**src/rtl/clk_reset_sequencer_if.sv**
```systemverilog
// Supervisor bus between the reset sequencer and the clock-generator / system side.
// Pure wiring: no storage, no latency.
// No backpressure: every signal is a level or a single-cycle strobe.
//
// Ports (master = sequencer side):
//   clkLocked  in   combined generator lock, asynchronous to clk
//   rstReq     in   single-cycle request to restart sequencing
//   dcmRst     out  active-high reset to the generator
//   sysRstN    out  active-low system reset, high only in RUN
//   ready      out  high only in RUN
//   lockFail   out  high only in FAIL
//   retryCount out  failed attempts since the last clear
interface clk_reset_sequencer_if;
    logic       clkLocked;
    logic       rstReq;
    logic       dcmRst;
    logic       sysRstN;
    logic       ready;
    logic       lockFail;
    logic [3:0] retryCount;

    modport master (
        input  clkLocked,
        input  rstReq,
        output dcmRst,
        output sysRstN,
        output ready,
        output lockFail,
        output retryCount
    );

    modport slave (
        output clkLocked,
        output rstReq,
        input  dcmRst,
        input  sysRstN,
        input  ready,
        input  lockFail,
        input  retryCount
    );
endinterface

```
**src/rtl/clk_reset_sequencer.sv**
```systemverilog
// Reset supervisor: pulses the generator reset, qualifies lock, then releases system reset.
// Latency: lock seen 3 cycles after clkLocked rises; release after a further STABLE_CYCLES.
// No backpressure; rstReq is honoured in any state and overrides every other transition.
//
// Ports:
//   clk   raw oscillator clock (also feeds the generator)
//   rstN  asynchronous active-low reset
//   bus   clk_reset_sequencer_if.master: clkLocked/rstReq in, dcmRst/sysRstN/ready/
//         lockFail/retryCount out
module clk_reset_sequencer #(
    parameter int RST_CYCLES    = 4,
    parameter int LOCK_TIMEOUT  = 65535,
    parameter int STABLE_CYCLES = 1024,
    parameter int MAX_RETRY     = 3,
    parameter int CNT_WIDTH     = 16
) (
    input  logic                         clk,
    input  logic                         rstN,
    clk_reset_sequencer_if.master        bus
);

    localparam logic [2:0] ST_DCM_RST   = 3'd0;
    localparam logic [2:0] ST_WAIT_LOCK = 3'd1;
    localparam logic [2:0] ST_STABLE    = 3'd2;
    localparam logic [2:0] ST_RUN       = 3'd3;
    localparam logic [2:0] ST_FAIL      = 3'd4;

    // Terminal counts: the counter starts at 0 on state entry, so the last
    // cycle of a window of N cycles is N-1.
    localparam logic [CNT_WIDTH-1:0] RST_LAST     = CNT_WIDTH'(RST_CYCLES - 1);
    localparam logic [CNT_WIDTH-1:0] TIMEOUT_LAST = CNT_WIDTH'(LOCK_TIMEOUT - 1);
    localparam logic [CNT_WIDTH-1:0] STABLE_LAST  = CNT_WIDTH'(STABLE_CYCLES - 1);
    localparam logic [3:0]           RETRY_LIMIT  = 4'(MAX_RETRY);

    // Lock synchronizer: [0] is the metastability catcher, [1] is lockS.
    logic [1:0]           sync_q, sync_d;
    logic                 lock_s;

    logic [2:0]           state_q, state_d;
    logic [CNT_WIDTH-1:0] cnt_q, cnt_d;
    logic [3:0]           retry_q, retry_d;

    logic                 dcm_rst_q, dcm_rst_d;
    logic                 sys_rst_n_q, sys_rst_n_d;
    logic                 ready_q, ready_d;
    logic                 lock_fail_q, lock_fail_d;

    logic                 attempt_failed;
    logic [3:0]           retry_inc;
    logic                 state_entry;
    logic                 counting;

    always_comb begin
        sync_d = {sync_q[0], bus.clkLocked};
    end

    assign lock_s = sync_q[1];

    // Next-state logic. A failed attempt is flagged here and resolved below,
    // so WAIT_LOCK and STABLE share one retry/FAIL decision.
    always_comb begin
        state_d        = state_q;
        retry_d        = retry_q;
        attempt_failed = 1'b0;

        case (state_q)
            ST_DCM_RST: begin
                if (cnt_q == RST_LAST) begin
                    state_d = ST_WAIT_LOCK;
                end
            end
            ST_WAIT_LOCK: begin
                // Lock is tested first so it wins on the timeout cycle.
                if (lock_s) begin
                    state_d = ST_STABLE;
                end else if (cnt_q == TIMEOUT_LAST) begin
                    attempt_failed = 1'b1;
                end
            end
            ST_STABLE: begin
                if (!lock_s) begin
                    attempt_failed = 1'b1;
                end else if (cnt_q == STABLE_LAST) begin
                    state_d = ST_RUN;
                    retry_d = 4'd0;
                end
            end
            ST_RUN: begin
                // retryCount is already 0 here, so a lock loss in RUN simply
                // re-sequences without being charged as a failure.
                if (!lock_s) begin
                    state_d = ST_DCM_RST;
                end
            end
            ST_FAIL: begin
                state_d = ST_FAIL;
            end
            default: begin
                state_d = ST_DCM_RST;
            end
        endcase

        retry_inc = (retry_q >= RETRY_LIMIT) ? RETRY_LIMIT : retry_q + 4'd1;

        if (attempt_failed) begin
            retry_d = retry_inc;
            state_d = (retry_inc == RETRY_LIMIT) ? ST_FAIL : ST_DCM_RST;
        end

        if (bus.rstReq) begin
            state_d = ST_DCM_RST;
            retry_d = 4'd0;
        end
    end

    // Shared cycle counter. rstReq counts as an entry even when already in
    // DCM_RST so the generator pulse restarts at full width.
    always_comb begin
        state_entry = (state_d != state_q) || bus.rstReq;
        counting    = (state_q == ST_DCM_RST) || (state_q == ST_WAIT_LOCK) ||
                      (state_q == ST_STABLE);
        if (state_entry) begin
            cnt_d = '0;
        end else if (counting) begin
            cnt_d = cnt_q + 1'b1;
        end else begin
            cnt_d = cnt_q;
        end
    end

    // Outputs are decoded from the next state and registered, so each one
    // moves on the same edge as its state transition and cannot glitch.
    always_comb begin
        dcm_rst_d   = (state_d == ST_DCM_RST);
        sys_rst_n_d = (state_d == ST_RUN);
        ready_d     = (state_d == ST_RUN);
        lock_fail_d = (state_d == ST_FAIL);
    end

    always_ff @(posedge clk or negedge rstN) begin
        if (!rstN) begin
            sync_q      <= 2'b00;
            state_q     <= ST_DCM_RST;
            cnt_q       <= '0;
            retry_q     <= 4'd0;
            dcm_rst_q   <= 1'b1;
            sys_rst_n_q <= 1'b0;
            ready_q     <= 1'b0;
            lock_fail_q <= 1'b0;
        end else begin
            sync_q      <= sync_d;
            state_q     <= state_d;
            cnt_q       <= cnt_d;
            retry_q     <= retry_d;
            dcm_rst_q   <= dcm_rst_d;
            sys_rst_n_q <= sys_rst_n_d;
            ready_q     <= ready_d;
            lock_fail_q <= lock_fail_d;
        end
    end

    assign bus.dcmRst     = dcm_rst_q;
    assign bus.sysRstN    = sys_rst_n_q;
    assign bus.ready      = ready_q;
    assign bus.lockFail   = lock_fail_q;
    assign bus.retryCount = retry_q;

endmodule

```
**src/flat_wrapper.sv**
```systemverilog
// flat-port wrapper written by rule: the top's interface ports become plain ports
module clk_reset_sequencer_flat 
#(
    parameter int RST_CYCLES    = 4,
    parameter int LOCK_TIMEOUT  = 65535,
    parameter int STABLE_CYCLES = 1024,
    parameter int MAX_RETRY     = 3,
    parameter int CNT_WIDTH     = 16
)
  (clk, rstN, bus_clkLocked, bus_rstReq, bus_dcmRst, bus_sysRstN, bus_ready, bus_lockFail, bus_retryCount);
  clk_reset_sequencer_if bus_i ();
  input  logic clk;
  input  logic rstN;
  input wire logic [$bits(bus_i.clkLocked)-1:0] bus_clkLocked;
  input wire logic [$bits(bus_i.rstReq)-1:0] bus_rstReq;
  output wire logic [$bits(bus_i.dcmRst)-1:0] bus_dcmRst;
  output wire logic [$bits(bus_i.sysRstN)-1:0] bus_sysRstN;
  output wire logic [$bits(bus_i.ready)-1:0] bus_ready;
  output wire logic [$bits(bus_i.lockFail)-1:0] bus_lockFail;
  output wire logic [$bits(bus_i.retryCount)-1:0] bus_retryCount;
  assign bus_i.clkLocked = bus_clkLocked;
  assign bus_i.rstReq = bus_rstReq;
  assign bus_dcmRst = bus_i.dcmRst;
  assign bus_sysRstN = bus_i.sysRstN;
  assign bus_ready = bus_i.ready;
  assign bus_lockFail = bus_i.lockFail;
  assign bus_retryCount = bus_i.retryCount;
  clk_reset_sequencer #(.RST_CYCLES(RST_CYCLES), .LOCK_TIMEOUT(LOCK_TIMEOUT), .STABLE_CYCLES(STABLE_CYCLES), .MAX_RETRY(MAX_RETRY), .CNT_WIDTH(CNT_WIDTH)) u_core (.clk(clk), .rstN(rstN), .bus(bus_i));
endmodule
```
**config.mk**
```make
export PLATFORM = sky130hd
export DESIGN_NAME = clk_reset_sequencer_flat
export DESIGN_NICKNAME = d
export VERILOG_FILES = /design/src/rtl/clk_reset_sequencer_if.sv /design/src/rtl/clk_reset_sequencer.sv /design/src/flat_wrapper.sv
export SDC_FILE = /design/constraint.sdc
export NUM_CORES = 1
export LEC_CHECK = 0
export CELL_PAD_IN_SITES_DETAIL_PLACEMENT = 1
export CELL_PAD_IN_SITES_GLOBAL_PLACEMENT = 2
export CORE_ASPECT_RATIO = 2
export CORE_MARGIN = 5
export CORE_UTILIZATION = 39
export CTS_BUF_LIST = sky130_fd_sc_hd__clkbuf_4 sky130_fd_sc_hd__clkbuf_8
export CTS_CLUSTER_SIZE = 10
export DETAILED_ROUTE_END_ITERATION = 16
export PLACE_DENSITY = 0.82
export REMOVE_ABC_BUFFERS = 1
export SLEW_MARGIN = 20
export SYNTH_ARGS = -nofsm -noshare
export SYNTH_HDL_FRONTEND = slang
export SYNTH_SLANG_ARGS = --single-unit
```
**constraint.sdc**
```tcl
create_clock -name clk -period 2.65 [get_ports clk]
set_input_delay 0.53 -clock clk [delete_from_list [all_inputs] [get_ports clk]]
set_output_delay 0.53 -clock clk [all_outputs]
set_load 0.02 [all_outputs]
```
==> impl_metrics.json, run 1 <==
{
  "antenna_found_initial": 0,
  "die_w_um": 54.6,
  "grtUsageTotal_pct": 15.4,
  "cts_sinks": 28,
  "worst_ep_arrival_time_ps": 2280,
  "antenna_cells": 0,
  "p_sw_share_pct": 27.3,
  "die_area_sq_um": 5410,
  "pwr-share-clk_pct": 30.1,
  "drt-pass1-iter-count": 4,
  "ir_drop_mv": 0.332,
  "die_h_um": 99.2,
  "critPathCaptureType": "flop",
  "whs_ps": 372,
  "grt_max_degree": 29,
  "ys_seq_area_share_pct": 45.3,
  "rsz0062_at_grt": "false",
  "synth_seq_cells": 28,
  "stdcell_area_sq_um": 1740,
  "post-synth-top-count-cell": "dfrtp_1",
  "hpwl_mm": 2.78,
  "h-tree-depth": 1,
  "hold_buffers": 0,
  "start_util_pct": 40.3,
  "p_total_mw": 0.838,
  "combinationalPowerShare_pct": 14.0,
  "placed_cells": 207,
  "min_period_ps": 2090,
  "route.met2.wl_mm": 2.18,
  "cts_buffers": 3,
  "synth_area_leaders": "dfrtp_1 44%, xnor2_1 6.8%, a21oi_2 6.2%",
  "worst_pin_slew_ps": 420,
  "globalRouteOverflowTotal": 0,
  "dpl_worst_slack_ps": 563,
  "crit_slowest_cell": "dfrtp_1",
  "wirelength_mm": 3.69,
  "startpoint": "u_core.cnt_q[0]",
  "drive_gt1_share_pct": 18.8,
  "ys.flop_type": "dfrtp_1",
  "syn_inst": 149,
  "place.gp.congestion": 0.759,
  "cts_tree": "built",
  "whs_path_depth": 0,
  "rr_startpoint": "u_core.cnt_q[0]",
  "synthTopCellsByCount": "27 x dfrtp_1, 12 x xnor2_1, 11 x a21oi_1, 11 x a21oi_2, 10 x nor2_1",
  "worst_slack_ps": 555,
  "ant_nets": 0,
  "slew_viol_final": 0,
  "post_cts_buffers": 0,
  "routed.top_layer": "met4",
  "cts_resized": 0,
  "crit_chain": "inv_1 -> ha_1 -> and4b_1 -> and4_4 -> a21o_4 -> a211o_4 -> a221oi_2",
  "utilization_pct": 45.4,
  "synth_area_per_cell_sq_um": 10.4,
  "layout.nets": 168,
  "final.setup.tns_ps": 0,
  "hold_viol_final": 0,
  "port_buffers": 11,
  "relSlewSlack_pct": 71.8,
  "place_area_sq_um": 1700,
  "async_flop_share_pct": 100,
  "crit_required_ps": 2840,
  "grt_pass1_wl_mm": 6.28,
  "finClkSkew_ps": 7.02,
  "post-route-period-util_pct": 79.1,
  "cts_root_buf": "clkbuf_8",
  "drtIter0Drc": 28,
  "cp_top_family": "compound AO/OA/AOI/OAI gates",
  "p_sw_mw": 0.229,
  "final_cell_count_no_fill": 211,
  "core-area_sq_um": 3840,
  "path_class": "reg2reg",
  "insertion_delay_ps": 280,
  "path_max_fanout": 16,
  "clock_path_buffers": 2,
  "syn2layout_area_growth_pct": 12.5,
  "syn-cell-area_sq_um": 1550,
  "hold_path_startpoint": "u_core.sync_q[0]",
  "vias": 1169,
  "hold_path.class": "reg2reg",
  "ys_types": 39,
  "r2r_setup_slack_ps": 560,
  "p_seq_share_pct": 55.9,
  "intPower_mw": 0.609,
  "yosys.area.top_type_share_pct": 43.6,
  "start_kind": "flop",
  "cp_slowest_stage_delay_ps": 430,
  "hold_end": "u_core.sync_q[1]",
  "worst_r2r_endpoint": "u_core.cnt_q[1]",
  "routedWlPerCell_um": 17.5,
  "wl_met3_um": 63,
  "cap_violations": 0,
  "status": "finished, final reports clean",
  "setup_viol": 0,
  "fmaxAchievable_mhz": 477,
  "first_global_vias": 1300,
  "path_clk_slew_ps": 90,
  "ff2ff_path_depth": 7,
  "io_pins": 12,
  "yosysTopAreaCell": "dfrtp_1",
  "yosys_warnings": 0,
  "drt_drc_violations_left": 0,
  "power.leakage_nw": 0.652,
  "synth_edf_count": 0,
  "power_density_nw_per_um2": 480,
  "rows": 32,
  "viasPerCell": 5.54,
  "wl_met1_mm": 1.39,
  "crit_buf_inv": 1
}
-- routing by layer --
layer  up-vias  track usage [%]
met3         6             1.35
met1       594             16.4
met2        15             29.0
met4         0             5.18
li1        554                -
met5         -                0
-- layout make-up --
type | instances | area [sq um]
Fill cell | 454 | 2100
Multi-Input combinational cell | 109 | 778
Sequential cell | 28 | 702
Timing Repair Buffer | 14 | 133
Tap cell | 51 | 63.8
Clock buffer | 4 | 48.8
Inverter | 5 | 18.8
-- power by group through the flow --
| stage | Sequential, mW | Clock, mW | Combinational, mW |
|---|---|---|---|
| after global placement | 0.473 | 0 | 0.117 |
| after detailed placement | 0.476 | 0 | 0.120 |
| after floorplan | 0.473 | 0 | 0.0710 |
| after global routing | 0.472 | 0.282 | 0.128 |
| final | 0.468 | 0.252 | 0.118 |
| after CTS | 0.468 | 0.264 | 0.120 |
-- registers in the layout (all words and copies together) (netlist names) --
name / flops
u_core.state_q: 3
u_core.bus.dcmRst: 1
u_core.bus.retryCount: 4
u_core.bus.sysRstN: 1
u_core.bus.lockFail: 1
u_core.sync_q: 2
u_core.cnt_q: 16
-- worst reg2reg max path, cell delays in order, from the launching register on --
cell and delay, ps:
dfrtp_1 430, inv_1 70, ha_1 180, and4b_1 190, and4_4 200, a21o_4 240, a211o_4 430, a221oi_2 270
-- cell families (layout without fill, tap and decap cells) --
group	count (synthesis)	count (layout)	share of synthesized area [%]
buffers and inverters	12	23	4.52
and+or+nand+nor	58	58	21.9
AOI/OAI and AO/OA	31	31	16.3
adders and majority gates	3	3	2.42
xor gates and xnor gates	17	17	9.60
DFF	28	28	45.3
-- placed cells by master (no fill, tap or decap), drive strengths merged, types with 3 or more instances in the layout --
cell type,netlist,layout
xnor2,12,12
buf,7,3
nor2,11,11
and3,3,3
a21oi,22,22
nand3,8,8
nor3,9,9
dfrtp,27,27
and4,4,4
xor2,5,5
nand2,8,8
ha,3,3
clkbuf,0,4
nand4,3,3
clkdlybuf4s50,0,11
nor4,3,3
inv,5,5
-- worst max path at each step --
stage	endpoint	slack [ps]	cells after the start
floorplan	u_core.cnt_q[1]	560	5
global placement	u_core.cnt_q[1]	610	7
detailed placement	u_core.cnt_q[1]	560	7
CTS	u_core.cnt_q[1]	540	7
global route	u_core.cnt_q[1]	450	7
finish	u_core.cnt_q[1]	560	7
No activity file was read; power rests on OpenSTA's default activity.
==> run 2, diff against run 1 <==
--- a/config.mk
+++ b/config.mk
@@ -9,11 +9,11 @@
 export CELL_PAD_IN_SITES_GLOBAL_PLACEMENT = 2
 export CORE_ASPECT_RATIO = 2
 export CORE_MARGIN = 5
-export CORE_UTILIZATION = 39
+export CORE_UTILIZATION = 35
 export CTS_BUF_LIST = sky130_fd_sc_hd__clkbuf_4 sky130_fd_sc_hd__clkbuf_8
 export CTS_CLUSTER_SIZE = 10
 export DETAILED_ROUTE_END_ITERATION = 16
-export PLACE_DENSITY = 0.82
+export PLACE_DENSITY = 0.78
 export REMOVE_ABC_BUFFERS = 1
 export SLEW_MARGIN = 20
 export SYNTH_ARGS = -nofsm -noshare
==> constraint.sdc (replaced) <==
create_clock -name clk -period 1.8 [get_ports clk]
set_input_delay 0.36 -clock clk [delete_from_list [all_inputs] [get_ports clk]]
set_output_delay 0.36 -clock clk [all_outputs]
set_load 0.02 [all_outputs]
==> run 2 against run 1 <==
The flow now finishes with violations (setup timing). Via count grew 16%. Die area grew 9.8%. Count of clock-buffer cells in the layout is 1 lower. Global-route usage grew 1.5 points. Total power rose by 78%. Core utilization is 5.2 points higher. Clock skew decreased by 0.55 ps. Routed wire length rose by 24%. Largest power group unchanged.
==> impl_metrics.json, run 2 (synthesis gave the netlist of run 1 again) <==
{
  "status": "complete, but fails checks",
  "violations": "setup timing",
  "critPathCaptureType": "flop",
  "p_total_mw": 1.49,
  "clock_path_buffers": 2,
  "insertion_delay_ps": 270,
  "drtIter0Drc": 29,
  "first_global_vias": 1576,
  "h-tree-depth": 1,
  "intPower_mw": 1.11,
  "grtUsageTotal_pct": 16.9,
  "slew_viol_final": 0,
  "combinationalPowerShare_pct": 21.7,
  "finClkSkew_ps": 6.47,
  "utilization_pct": 50.5,
  "syn2layout_area_growth_pct": 41.5,
  "die_area_sq_um": 5940,
  "final_common_cell": "buf_4",
  "die_w_um": 57.1,
  "port_buffers": 11,
  "hpwl_mm": 3.57,
  "pwr-share-clk_pct": 33.0,
  "ant_nets": 0,
  "worst_pin_slew_ps": 385,
  "rsz0062_at_grt": "true",
  "p_sw_mw": 0.388,
  "path_class": "reg2reg",
  "power_density_nw_per_um2": 681,
  "min_period_ps": 1820,
  "cap_violations": 0,
  "post-route-period-util_pct": 101,
  "drt-pass1-iter-count": 4,
  "cts_buffers": 3,
  "crit_required_ps": 1980,
  "ir_drop_mv": 0.359,
  "hold_viol_final": 0,
  "drive_gt1_share_pct": 41.6,
  "p_sw_share_pct": 26.0,
  "path_clk_slew_ps": 100,
  "antenna_cells": 0,
  "worst_slack_ps": -23.0,
  "cts_sinks": 28,
  "place.gp.congestion": 0.755,
  "cp_top_family": "compound AO/OA/AOI/OAI gates",
  "grt_pass1_wl_mm": 7.85,
  "p_seq_share_pct": 45.3,
  "cp_slowest_stage_delay_ps": 410,
  "cts_root_buf": "clkbuf_8",
  "die_h_um": 104,
  "core-area_sq_um": 4340,
  "crit_buf_inv": 1,
  "setup_viol": 8,
  "fmaxAchievable_mhz": 549,
  "layout_common_cells": "37 x buf_4, 25 x dfrtp_1, 13 x a21oi_2, 12 x xnor2_1, 11 x clkdlybuf4s50_1",
  "path_max_fanout": 4,
  "vias": 1352,
  "crit_slowest_cell": "dfrtp_1",
  "globalRouteOverflowTotal": 0,
  "wirelength_mm": 4.59,
  "routedWlPerCell_um": 18.3,
  "start_kind": "flop",
  "antenna_found_initial": 0,
  "hold_path.class": "reg2reg",
  "relSlewSlack_pct": 74.3,
  "viasPerCell": 5.39,
  "drt_drc_violations_left": 0,
  "power.leakage_nw": 0.890,
  "largest_reg_flops": 16,
  "hold_buffers": 0,
  "io_pins": 12,
  "top_register": "u_core.cnt_q",
  "start_util_pct": 35.7,
  "cts_tree": "built",
  "worst_ep_arrival_time_ps": 2000,
  "rows": 34,
  "grt_max_degree": 29,
  "layout.nets": 205,
  "crit_chain": "buf_4 -> nor3_1 -> a31oi_4 -> a211o_4 -> a221oi_4"
}
==> run 2: worst reg2reg max path, cell delays in order, from the launching register on <==
cell	delay (ps)
dfrtp_1	410
buf_4	150
nor3_1	330
a31oi_4	160
a211o_4	400
a221oi_4	270
==> run 2: repair_timing <==
action                     CTS  global route
gates resized for setup     10            12
setup endpoints to repair   19            20
pin swaps                    8             9
buffers inserted             3             3
==> run 2: area by class of cell <==
| cell class | instances | area (sq um) |
|---|---|---|
| tap | 54 | 67.6 |
| clock inverter | 1 | 30.0 |
| timing repair buffer | 51 | 448 |
| clock buffer | 3 | 41.3 |
| multi-input combinational | 109 | 883 |
| inverter | 5 | 18.8 |
| fill | 502 | 2150 |
| sequential | 28 | 704 |
==> run 2: per-layer routing <==
metal	vias to the layer above	global-route usage, %	wire length (um)
met5	-	0	0
met2	28	33.2	2810
met4	0	8.46	171
met3	12	2.11	111
li1	622	-	-
met1	690	16.0	1500
==> run 2: power by group through the flow <==
stage	sequential (mW)	combinational [mW]	clock (mW)
6_report	0.677	0.324	0.493
5_1_grt	0.681	0.351	0.537
4_1_cts	0.676	0.296	0.512
3_5_place_dp	0.690	0.263	0
3_3_place_gp	0.688	0.251	0
2_1_floorplan	0.696	0.105	0
==> run 2: path summary, 6_finish.rpt <==
path                                  start           endpoint  slack [ps]  cells after the start
hold reg to reg            u_core.sync_q[0]   u_core.sync_q[1]         370                      0
min in group asynchronous              rstN  u_core.state_q[0]         470                      2
setup reg to reg            u_core.cnt_q[4]    u_core.cnt_q[1]         -20                      5
hold / removal             u_core.sync_q[0]   u_core.sync_q[1]         370                      0
setup / recovery            u_core.cnt_q[4]    u_core.cnt_q[1]         -20                      5
max in group asynchronous              rstN  u_core.bus.dcmRst        1020                      2
==> run 2: stage by stage <==
step / instance area, sq um / instances / TNS [ps] / setup slack [ps] / hold slack [ps]
after CTS: 2120 / 248 / -183 / -68.9 / 372
final: 2190 / 251 / -69.9 / -23.0 / 370
after global routing: 2190 / 251 / -1400 / -113 / 389
after detailed placement: 1970 / 241 / -1490 / -114 / 337
after floorplan: 1500 / 142 / -2380 / -291 / 64.4
after global placement: 1970 / 241 / -813 / -61.1 / 339
==> variant, RTL diff (flow settings as in run 2) <==
`CNT_WIDTH` is set to 16 in 2 places; all go to 20.
--- a/src/rtl/clk_reset_sequencer.sv
+++ b/src/rtl/clk_reset_sequencer.sv
@@ -14,3 +14,3 @@
     parameter int MAX_RETRY     = 3,
-    parameter int CNT_WIDTH     = 16
+    parameter int CNT_WIDTH     = 20
 ) (
--- a/src/flat_wrapper.sv
+++ b/src/flat_wrapper.sv
@@ -7,3 +7,3 @@
     parameter int MAX_RETRY     = 3,
-    parameter int CNT_WIDTH     = 16
+    parameter int CNT_WIDTH     = 20
 )
Formal check against the unedited RTL: same outputs for any inputs over 10 cycles, from zero or initial values and one cycle with rstN low; that may be too few to reach the edited logic, so the function may still have changed.
==> variant against run 2 <==
The run still ends with setup timing left; critical path depth is 1 higher; sequential cell count is 4 higher; maximum frequency is 12% lower; synthesized cell count is 15% higher; final area is 4.8% higher; synthesized area is 10% higher; power is 7.8% higher; wire length is 11% higher; worst setup slack worse by 0.24 ns; largest power group unchanged.
==> variant: results <==
run_status:
  status: "complete, but fails checks"
  violations: "setup timing"
cells_and_area:
  fin_cells: 281
  layout.nets: 230
  largest_register_ffs: 20
  fillers: 567
  multiInputGateArea_sq_um: 893
  n_all_buffers: 50
  seq_share: 0.349
  buf_share: 0.180
  nNonClkInverters: 6
  clkbuf_count: 8
sta:
  setup_ws_ns: -0.262
  setup_viol: 30
  skew_ns: 0.00344
  fin_tns_setup_ns: -6.30
placement:
  hpwl_um: 3650
  dp_cells: 270
  gp_congestion: 0.754
  dpl_cell_area_sq_um: 2100
  pre_cts_ws_ns: -0.311
detailed_routing:
  wl_met2_um: 3110
  dr_wl_met3_um: 154
  vias: 1514
  wl_met1_um: 1650
power:
  peakVddDrop_v: 0.000564
global_routing:
  met1_usage: 0.145
  gr-usage-met2: 0.351
  track_usage: 0.176
  globalRouteMet3Util: 0.0427
  grt_pass1_wl_um: 8120
  grt_pass1_vias: 1694
  grt_max_degree: 33
worst_setup_path:
  critPathArrivalTime_ns: 2.29
  crit_slowest_cell: "or4_4"
  critPathMaxStageDelay_ns: 0.53
synth:
  synth_adder_area_share: 0.0219
  avgSynthCellArea_sq_um: 9.94
  synth_xor_area_frac: 0.102
  synth_compound_area_frac: 0.0666
  seq_area_frac_synth: 0.469
  synth_area_leaders: "dfrtp_1, nor2_1, xnor2_1"
clock_tree:
  clock_latency_ns: 0.30
  cts_setup_buffers: 1
  htree_levels: 2
  cts_resized: 16
  cts_inserted_buffers: 5
  clkTransAtPathRegs_ns: 0.07
die:
  die_area_sq_um: 6470
-- variant: path summary, 6_finish.rpt --
check / endpoint / slack, ns / startpoint / depth (start not counted)
min in group asynchronous: u_core.bus.sysRstN$_DFF_PN0_ / 0.47 / rstN / 2
max: u_core.bus.dcmRst$_DFF_PN1_ / -0.26 / u_core.cnt_q[10]$_DFFE_PN0P_ / 6
min: u_core.sync_q[1]$_DFF_PN0_ / 0.35 / u_core.sync_q[0]$_DFF_PN0_ / 0
max reg2reg: u_core.bus.dcmRst$_DFF_PN1_ / -0.26 / u_core.cnt_q[10]$_DFFE_PN0P_ / 6
max in group asynchronous: u_core.bus.dcmRst$_DFF_PN1_ / 1.00 / rstN / 2
min reg2reg: u_core.sync_q[1]$_DFF_PN0_ / 0.35 / u_core.sync_q[0]$_DFF_PN0_ / 0
-- variant: report_power, final --
group          leakage (nW)  switching [W]  internal, W
sequential            0.437      0.0000182     0.000741
clock                0.0523       0.000277     0.000342
combinational         0.533       0.000128     0.000104
total                  1.02       0.000424      0.00119
